File: src/rtl/dht11_ctrl.sv
// DHT11 single-wire read sequencer with built-in microsecond timebase and open-drain bus control.
// Define DHT11_CHECKSUM_EN to reject frames whose checksum byte does not match.
module dht11_ctrl #(
  parameter int FREQ_IN       = 25000000,
  parameter int TICK_HZ       = 1000000,
  parameter int START_LOW_US  = 18000,
  parameter int TIMEOUT_US    = 200,
  parameter int BIT_THRESH_US = 50
) (
  input  logic        CLK_IN,
  input  logic        RST_N,
  input  logic        START,
  input  logic        DATA_IN,
  output logic        DATA_OE,
  output logic        BUSY,
  output logic        DONE,
  output logic [1:0]  ERR,
  output logic [15:0] HUMIDITY,
  output logic [15:0] TEMPERATURE
);

  localparam int DIV   = FREQ_IN / TICK_HZ;
  localparam int PW    = (DIV > 1) ? $clog2(DIV) : 1;
  localparam int MAXUS = (START_LOW_US > TIMEOUT_US) ? START_LOW_US : TIMEOUT_US;
  localparam int UW    = $clog2(MAXUS) + 1;

  localparam logic [PW-1:0] PRE_LAST   = PW'(DIV - 1);
  localparam logic [UW-1:0] START_LAST = UW'(START_LOW_US - 1);
  localparam logic [UW-1:0] TO_LAST    = UW'(TIMEOUT_US - 1);
  localparam logic [UW-1:0] THRESH     = UW'(BIT_THRESH_US);

  localparam logic [1:0] ERR_OK      = 2'd0;
  localparam logic [1:0] ERR_TIMEOUT = 2'd1;
  localparam logic [1:0] ERR_CSUM    = 2'd2;

  typedef enum logic [3:0] {
    S_IDLE      = 4'd0,
    S_START_LOW = 4'd1,
    S_WAIT_RESP = 4'd2,
    S_RESP_LOW  = 4'd3,
    S_RESP_HIGH = 4'd4,
    S_BIT_LOW   = 4'd5,
    S_BIT_HIGH  = 4'd6,
    S_CHECK     = 4'd7,
    S_FINISH    = 4'd8
  } state_t;

  state_t         state_q, state_d;
  logic [PW-1:0]  pre_q, pre_d;
  logic [UW-1:0]  us_q, us_d;
  logic [5:0]     bitcnt_q, bitcnt_d;
  logic [39:0]    shift_q, shift_d;
  logic           sync1_q, sync1_d, sync2_q, sync2_d, prev_q, prev_d;
  logic           oe_q, oe_d, busy_q, busy_d, done_q, done_d;
  logic [1:0]     err_q, err_d;
  logic [15:0]    hum_q, hum_d, tem_q, tem_d;
  logic           tick_s, timeout_s, rise_s, fall_s;

  // Sum of the four data bytes, modulo 256, must equal the checksum byte.
  function automatic logic csum_ok(input logic [39:0] frame);
    logic [9:0] sum;
    sum = {2'b00, frame[39:32]} + {2'b00, frame[31:24]}
        + {2'b00, frame[23:16]} + {2'b00, frame[15:8]};
    return (sum[7:0] == frame[7:0]);
  endfunction

  assign tick_s    = (pre_q == PRE_LAST);
  assign timeout_s = tick_s && (us_q == TO_LAST);
  assign rise_s    = sync2_q & ~prev_q;
  assign fall_s    = ~sync2_q & prev_q;

  // Next-state, timebase, shift register and output computation.
  always_comb begin
    state_d  = state_q;
    bitcnt_d = bitcnt_q;
    shift_d  = shift_q;
    oe_d     = oe_q;
    busy_d   = busy_q;
    done_d   = 1'b0;
    err_d    = err_q;
    hum_d    = hum_q;
    tem_d    = tem_q;
    sync1_d  = DATA_IN;
    sync2_d  = sync1_q;
    prev_d   = sync2_q;
    if (tick_s) begin
      pre_d = '0;
      us_d  = us_q + 1'b1;
    end else begin
      pre_d = pre_q + 1'b1;
      us_d  = us_q;
    end

    case (state_q)
      S_IDLE: begin
        if (START) begin
          state_d  = S_START_LOW;
          err_d    = ERR_OK;
          busy_d   = 1'b1;
          oe_d     = 1'b1;
          bitcnt_d = 6'd0;
        end else begin
          oe_d = 1'b0;
        end
      end
      S_START_LOW: begin
        // Leave on the tick that brings the count to START_LOW_US.
        if (tick_s && (us_q == START_LAST)) begin
          state_d = S_WAIT_RESP;
          oe_d    = 1'b0;
        end else begin
          oe_d = 1'b1;
        end
      end
      S_WAIT_RESP, S_RESP_LOW, S_RESP_HIGH, S_BIT_LOW, S_BIT_HIGH: begin
        if ((state_q == S_WAIT_RESP) && fall_s) begin
          state_d = S_RESP_LOW;
        end else if ((state_q == S_RESP_LOW) && rise_s) begin
          state_d = S_RESP_HIGH;
        end else if ((state_q == S_RESP_HIGH) && fall_s) begin
          state_d = S_BIT_LOW;
        end else if ((state_q == S_BIT_LOW) && rise_s) begin
          state_d = S_BIT_HIGH;
        end else if ((state_q == S_BIT_HIGH) && fall_s) begin
          shift_d = {shift_q[38:0], (us_q >= THRESH)};
          if (bitcnt_q == 6'd39) begin
            state_d = S_CHECK;
          end else begin
            bitcnt_d = bitcnt_q + 6'd1;
            state_d  = S_BIT_LOW;
          end
        end else if (timeout_s) begin
          state_d = S_FINISH;
          err_d   = ERR_TIMEOUT;
          done_d  = 1'b1;
          busy_d  = 1'b0;
        end else begin
          state_d = state_q;
        end
      end
      S_CHECK: begin
`ifdef DHT11_CHECKSUM_EN
        if (csum_ok(shift_q)) begin
          hum_d = shift_q[39:24];
          tem_d = shift_q[23:8];
          err_d = ERR_OK;
        end else begin
          err_d = ERR_CSUM;
        end
`else
        hum_d = shift_q[39:24];
        tem_d = shift_q[23:8];
        err_d = ERR_OK;
`endif
        state_d = S_FINISH;
        done_d  = 1'b1;
        busy_d  = 1'b0;
      end
      S_FINISH: begin
        state_d = S_IDLE;
      end
      default: begin
        state_d = S_IDLE;
        oe_d    = 1'b0;
        busy_d  = 1'b0;
      end
    endcase

    if (state_d != state_q) begin
      pre_d = '0;
      us_d  = '0;
    end else begin
      pre_d = pre_d;
    end
  end

  // State and datapath registers; reset releases the bus immediately.
  always_ff @(posedge CLK_IN or negedge RST_N) begin
    if (!RST_N) begin
      state_q  <= S_IDLE;
      pre_q    <= '0;
      us_q     <= '0;
      bitcnt_q <= 6'd0;
      shift_q  <= 40'd0;
      sync1_q  <= 1'b1;
      sync2_q  <= 1'b1;
      prev_q   <= 1'b1;
      oe_q     <= 1'b0;
      busy_q   <= 1'b0;
      done_q   <= 1'b0;
      err_q    <= ERR_OK;
      hum_q    <= 16'd0;
      tem_q    <= 16'd0;
    end else begin
      state_q  <= state_d;
      pre_q    <= pre_d;
      us_q     <= us_d;
      bitcnt_q <= bitcnt_d;
      shift_q  <= shift_d;
      sync1_q  <= sync1_d;
      sync2_q  <= sync2_d;
      prev_q   <= prev_d;
      oe_q     <= oe_d;
      busy_q   <= busy_d;
      done_q   <= done_d;
      err_q    <= err_d;
      hum_q    <= hum_d;
      tem_q    <= tem_d;
    end
  end

  assign DATA_OE     = oe_q;
  assign BUSY        = busy_q;
  assign DONE        = done_q;
  assign ERR         = err_q;
  assign HUMIDITY    = hum_q;
  assign TEMPERATURE = tem_q;

endmodule

File: config.mk
export PLATFORM = sky130hd
export DESIGN_NAME = dht11_ctrl
export DESIGN_NICKNAME = d
export VERILOG_FILES = /design/src/rtl/dht11_ctrl.sv
export SDC_FILE = /design/constraint.sdc
export NUM_CORES = 1
export LEC_CHECK = 0
export ABC_CLOCK_PERIOD_IN_PS = 4400
export CORE_MARGIN = 5
export CORE_UTILIZATION = 45
export DETAILED_ROUTE_END_ITERATION = 8
export GPL_TIMING_DRIVEN = 0
export SYNTH_ARGS = -nofsm -noshare
export SYNTH_HDL_FRONTEND = slang
export SYNTH_SLANG_ARGS = --single-unit
export TNS_END_PERCENT = 30
File: constraint.sdc
create_clock -name CLK_IN -period 4.4 [get_ports CLK_IN]
set_input_delay 1.1 -clock CLK_IN [delete_from_list [all_inputs] [get_ports CLK_IN]]
set_output_delay 1.1 -clock CLK_IN [all_outputs]
set_load 0.1 [all_outputs]
==> summary.md, run 1 <==
| Metric | Value |
|---|---|
| Outcome | complete, no violations |
| Ys Warns | 0 |
| Clock H-tree levels | 3 |
| Power Density | 330 nW/µm² |
| Unrepaired setup endpoints after global routing | no |
| Worst path cell trace | clkdlybuf4s50_1 |
| I/O pins | 41 |
| Total power | 1850 µW |
| Grt ovf | 0 |
| DP HPWL | 6120 µm |
| Routed Wire Length | 8900 µm |
| CP top delay family | buffers and inverters |
| CP Capture Type | primary output |
| Resized cells post-CTS | 0 |
| Clock latency on the worst-skew pair | 0.37 ns |
| Worst Clk Skew | 0.0149 ns |
| Slowest CP cell | clkdlybuf4s50_1 |
| Nets | 446 |
| Final worst setup slack | 1.38 ns |
| Routed len/inst | 15.4 µm |
| DRT iter0 DRCs | 136 |
| Netlist cell types | 57 |
| Leakage power | 0.00266 µW |
| Slew margin rel. | 0.344 |
| # hold bufs at CTS | 0 |
| Total setup buffers inserted after CTS | 0 |
| Cts bufs inserted | 9 |
| Clk sinks | 110 |
| Largest cells by area after synthesis | dfrtp_1, mux2_2, xor2_1 |
| Measured slew at the worst slew-check pin | 0.981 ns |
| Critical path peak fanout | 2 |
| Max frequency | 331 MHz |
| Die area | 12,900 µm² |
| Minimum clock period | 3.02 ns |
| Slowest cell delay on critical path | 1.15 ns |
| Critical path type | reg -> out |
| Crit share post-route | 0.686 |
| Syn_nets | 395 |
| Ant diodes | 0 |
| Netlist Area Pre-Place | 4830 µm² |
| Root buf cell | clkbuf_8 |
| Pre-CTS setup slack | 1.11 ns |
| Max-slew violation count | 0 |
| Biggest area consumer among synthesized cells | dfrtp_1 |
| Syn Inst Count | 386 |
| Final setup fails | 0 |
| Site Rows | 37 |
| Hold crit path type | reg -> reg |
| Die Ht | 114 µm |
| Core area | 10,400 µm² |
| Remaining DRCs | 0 |
| Top-area cell type share of the netlist area | 0.555 |
| Via count | 3,079 |
| Area growth syn-to-layout | 16.0% |
| Max VDD drop | 0.236 mV |
| DIE WIDTH | 114 µm |
| Buffer depth of the longest clock path | 2 |
| Asr flop ratio synth | 1.00 |
| Synth Register Bits | 110 |
| Vias in the first global route | 3,055 |
| Syn_area_per_cell | 12.5 µm² |
| CP arrival | 1.92 ns |
| Max Cap Viol | 0 |
| Initial Util | 0.464 |
| Layout cell share with drive strength beyond 1 | 0.240 |
| Input/output buffers | 39 |
| Global Route Usage Sum | 0.145 |
| Antenna Violating Nets Remaining | 0 |
| Largest net degree at the start of global routing | 64 |
| Post-synth EDFFs | 0 |
| Critical Path RT | 3.30 ns |
| CTS tree | built |
| DR pass1 iterations | 4 |
| First-pass GRT wire length | 15,000 µm |
| Final Hold Vio Count | 0 |
| Clk pin slew, worst setup/hold paths | 0.11 ns |
| Initial antenna violation count | 0 |
| Top FF cell, synth | dfrtp_1 |
| Register area share after synthesis | 0.571 |
| CP startpoint kind | register |
| Routability cong. | 0.875 |
| CP Buf/Inv Count | 1 |
| Worst hold margin | 0.363 ns |
| Vias per inst | 5.33 |
[cell type report]
cell class                      instances  area [µm²]
Fill cell                             893        4810
Sequential cell                       110        2760
Multi-Input combinational cell        251        1960
Timing Repair Buffer                   40         415
Tap cell                              136         170
Clock buffer                            9         124
Buffer                                 18        90.1
Clock inverter                          7        63.8
Inverter                                7        26.3
[synthesized netlist by cell type (all sizes together), types with 5 or more instances]
master / number
dfrtp: 107
mux2: 71
nor2: 23
nand2: 22
xor2: 15
nand3: 13
nor3: 12
clkbuf: 11
o21ai: 9
a21oi: 8
buf: 7
inv: 7
nand4: 6
and4: 5
ha: 5
nor2b: 5
xnor2: 5
[per-stage QoR]
stage	std cells	util	TNS, ns	area (µm²)
3_5_place_dp	562	0.520	0	5410
6_report	578	0.538	0	5600
2_1_floorplan	386	-	0	4830
4_1_cts	578	0.538	0	5600
5_1_grt	578	0.538	0	5600
3_3_place_gp	561	0.517	-214.85	5390
[layout by cell type, fill, tap and decap left out, types with 4 or more instances in the layout]
cell	instances
dfrtp_1	107
mux2_2	71
clkdlybuf4s50_1	38
nor2_1	23
nand2_1	21
xor2_1	15
nand3_1	12
nor3_1	12
clkbuf_1	11
o21ai_0	9
clkbuf_8	9
a21oi_1	8
inv_1	7
nand4_1	6
nor2b_1	5
and4_1	5
xnor2_1	5
ha_1	5
and3_1	4
and2_1	4
a21boi_0	4
[path summary, 6_finish.rpt]
path | startpoint | to | slack [ns] | cells past startpoint
setup / recovery | TEMPERATURE[4] | TEMPERATURE[4] | 1.38 | 1
hold / removal | sync1_q | prev_d | 0.36 | 0
setup reg to reg | state_q[3] | pre_q[3] | 1.47 | 8
hold reg to reg | sync1_q | prev_d | 0.36 | 0
max in group asynchronous | RST_N | prev_q | 2.93 | 2
min in group asynchronous | RST_N | state_q[2] | 0.74 | 1
[flip-flops by register name (all words and copies together) (netlist names)]
| register | flops |
|---|---|
| DONE | 1 |
| ERR | 1 |
| sync1_q | 1 |
| DATA_OE | 1 |
| us_q | 16 |
| prev_q | 1 |
| HUMIDITY | 16 |
| prev_d | 1 |
| bitcnt_q | 6 |
| TEMPERATURE | 16 |
| pre_q | 5 |
| state_q | 4 |
| shift_q | 40 |
| BUSY | 1 |
[logic make-up after synthesis]
family,after synthesis,synth area share
mux,71,0.166
xor+xnor,20,0.0363
buf+inv,25,0.0241
compound gates,38,0.0516
other cells,1,0.000777
fa+ha+maj,6,0.0150
flops,110,0.571
simple gates,115,0.136
[report_power, final]
group,leakage (µW),internal (µW),switching (µW),total (µW)
logic,0.00107,66.2,115,181
registers,0.00150,1050,34.3,1080
clock network,0.0000903,219,368,587
total,0.00266,1330,517,1850
[per-layer routing]
| layer | GRT usage | up-vias | wire, µm |
|---|---|---|---|
| met5 | 0 | - | 0 |
| met4 | 0.0465 | 0 | 130 |
| met3 | 0.0403 | 17 | 443 |
| met2 | 0.230 | 74 | 4080 |
| met1 | 0.192 | 1513 | 4240 |
| li1 | - | 1475 | - |
Power figures use the tool's default switching activity.
==> run 2, diff against run 1 <==
Settings changed: ABC_CLOCK_PERIOD_IN_PS 4400 to 2810.
Clock period 4.4 ns to 2.81 ns, I/O delays scaled along.
==> run 2 against run 1 <==
Net effect:
- sequential power is 56% higher
- clock power is 57% higher
- non-clock buffer count stayed put
- global-route usage hardly changed
- clock skew hardly changed
- critical path type unchanged
- critical endpoint is now DATA_OE
==> summary.md, run 2 (synthesized netlist as in run 1, its figures left out) <==
| Metric | Value |
|---|---|
| Minimum clock period | 2.62 ns |
| Unrepaired setup endpoints after global routing | no |
| Critical path peak fanout | 3 (+1) |
| Outcome | complete, no violations |
| Cells after DPL | 562 (unchanged) |
| Max-slew violation count | 0 (unchanged) |
| Most frequent cells in the layout | dfrtp_1, mux2_2, clkdlybuf4s50_1, nor2_1, nand2_1 |
| Area growth syn-to-layout | 16.7% |
| DRT iter0 DRCs | 153 (+13%) |
| CP Capture Type | primary output |
| Core area | 10,400 µm² (unchanged) |
| Largest net degree at the start of global routing | 64 (unchanged) |
| Crit share post-route | 0.934 |
| Via count | 3,070 (-0.29%) |
| Cts bufs inserted | 9 (unchanged) |
| Most common cell after layout, fill and taps aside | dfrtp_1 |
| Start point of the critical path | DATA_OE |
| Die Ht | 114 µm (unchanged) |
| Max Cap Viol | 0 (unchanged) |
| Antenna Violating Nets Remaining | 0 (unchanged) |
| CP startpoint kind | register |
| Fin util | 0.541 (+0.00300) |
| Input/output buffers | 39 (unchanged) |
| I/O pins | 41 (unchanged) |
| Met1 Usage GRT | 0.193 (+0.000687) |
| CP Buf/Inv Count | 1 (unchanged) |
| Root buf cell | clkbuf_8 |
| Nets | 446 (unchanged) |
| Buffer depth of the longest clock path | 2 (unchanged) |
| Site Rows | 37 (unchanged) |
| Slew margin rel. | 0.344 (unchanged) |
| Clk sinks | 110 (unchanged) |
| Measured slew at the worst slew-check pin | 0.981 ns (unchanged) |
| Vias in the first global route | 3,055 (unchanged) |
| Worst r2r path cells | 9 (+1) |
| Layout cell share with drive strength beyond 1 | 0.244 (+0.00452) |
| Slowest cell delay on critical path | 1.15 ns (about the same) |
| Die area | 12,900 µm² (unchanged) |
| Initial antenna violation count | 0 (unchanged) |
| Critical Path RT | 2.11 ns (-1.19 ns) |
| GR Layer Usage met2 | 0.230 (+0.000393) |
| Reg with most FFs | shift_q |
| Slowest CP cell | clkdlybuf4s50_1 |
| Ant diodes | 0 (unchanged) |
| Power Density | 515 nW/µm² (+56%) |
| Final Hold Vio Count | 0 (unchanged) |
| Max VDD drop | 0.370 mV (+57%) |
| DIE WIDTH | 114 µm (unchanged) |
| GR Util met3 | 0.0403 (unchanged) |
| First-pass GRT wire length | 15,100 µm (+0.27%) |
| Worst path cell trace | clkdlybuf4s50_1 |
| Grt ovf | 0 (unchanged) |
| Initial Util | 0.464 (unchanged) |
| # hold bufs at CTS | 0 (unchanged) |
| CP arrival | 1.92 ns (about the same) |
| Worst r2r src | state_q[3] |
| Non-Filler Instances | 578 (unchanged) |
| Critical path type | reg -> out |
| Clock latency on the worst-skew pair | 0.37 ns (about the same) |
| Routed Wire Length | 8940 µm (+0.44%) |
| TNS Setup | 0 ns (unchanged) |
| Routability cong. | 0.875 (unchanged) |
| Clock H-tree levels | 3 (unchanged) |
| Worst Clk Skew | 0.0154 ns (+0.000493 ns) |
| DP HPWL | 6120 µm (unchanged) |
| GRT busiest layer | met2 |
| Final setup fails | 0 (unchanged) |
| Hold crit path type | in -> async |
| CP top delay family | buffers and inverters |
| Fillcell total | 886 (-0.78%) |
| Remaining DRCs | 0 (unchanged) |
| DR pass1 iterations | 4 (unchanged) |
| Max FFs per register | 40 (unchanged) |
| RR Endpoint | pre_q[3] |
| Vias per inst | 5.31 (-0.29%) |
| Leakage power | 0.00267 µW (+0.21%) |
| Max frequency | 381 MHz |
| Clk pin slew, worst setup/hold paths | 0.11 ns (about the same) |
| Routed len/inst | 15.5 µm (+0.44%) |
| CTS tree | built |
| Global Route Usage Sum | 0.145 (+0.000339) |
| Worst reg2reg setup slack | 0.19 ns (-1.28 ns) |
run 2: cell types whose count changed in the layout (fill, tap and decap cells not counted):
cell / delta
a221oi_1: -1
a2111oi_0: -1
nor4_1: -1
a221oi_2: +1
a2111oi_1: +1
nor4_2: -1
nor4_4: +2
run 2: worst max path at each step:
stage | cells past startpoint | to | slack, ns
after global placement | 1 | TEMPERATURE[11] | -3.19
final | 1 | DATA_OE | 0.19
after CTS | 1 | TEMPERATURE[4] | 0.14
after detailed placement | 6 | bitcnt_q[5] | -0.08
after global routing | 9 | pre_q[2] | 0.0008
after floorplan | 7 | bitcnt_q[5] | 0.40
run 2: layout make-up:
class,instances,area [µm²],share of cell area
inverters,7,26.3,0.00466
plain buffers,18,90.1,0.0160
multi-input cells,251,1990,0.353
repair buffers,40,415,0.0737
clock buffers,9,124,0.0220
well taps,136,170,0.0302
flip-flops and latches,110,2760,0.489
clock inverters,7,63.8,0.0113
run 2: repair_timing:
item | 4_1_cts | 5_1_grt
buffers inserted | 0 | 0
setup endpoints to repair | 20 | 23
endpoints found under the hold margin | 0 | 0
gates resized for setup | 1 | 4
run 2: worst register-to-register path, cell delays in order (launching register included):
cell and delay, ns:
dfrtp_1 0.37, clkbuf_1 0.22, buf_2 0.25, inv_1 0.17
a21oi_1 0.09, a2111oi_1 0.54, a21oi_1 0.14, o211ai_1 0.33
buf_2 0.29, nor3_1 0.09
run 2: layer usage:
metal | vias to the layer above | part of all wire | routed length [µm]
met2 | 65 | 0.46 | 4140
met1 | 1513 | 0.47 | 4210
li1 | 1478 | - | -
met3 | 14 | 0.051 | 459
met4 | 0 | 0.015 | 131
met5 | - | 0 | 0
run 2: per-stage QoR:
| step | area [µm²] | power (µW) | hold slack, ns | setup WS (ns) |
|---|---|---|---|---|
| 5_1_grt | 5630 | 3050 | 0.368 | 0.000814 |
| 3_3_place_gp | 5390 | 2000 | 0.347 | -3.19 |
| 2_1_floorplan | 4830 | 1910 | 0.345 | 0.396 |
| 4_1_cts | 5610 | 2950 | 0.352 | 0.141 |
| 6_report | 5630 | 2900 | 0.340 | 0.186 |
| 3_5_place_dp | 5410 | 2010 | 0.349 | -0.0831 |
run 2: power by group:
part / switching [µW] / internal, µW
clock: 576 / 343
sequential: 53.8 / 1640
combinational: 181 / 107
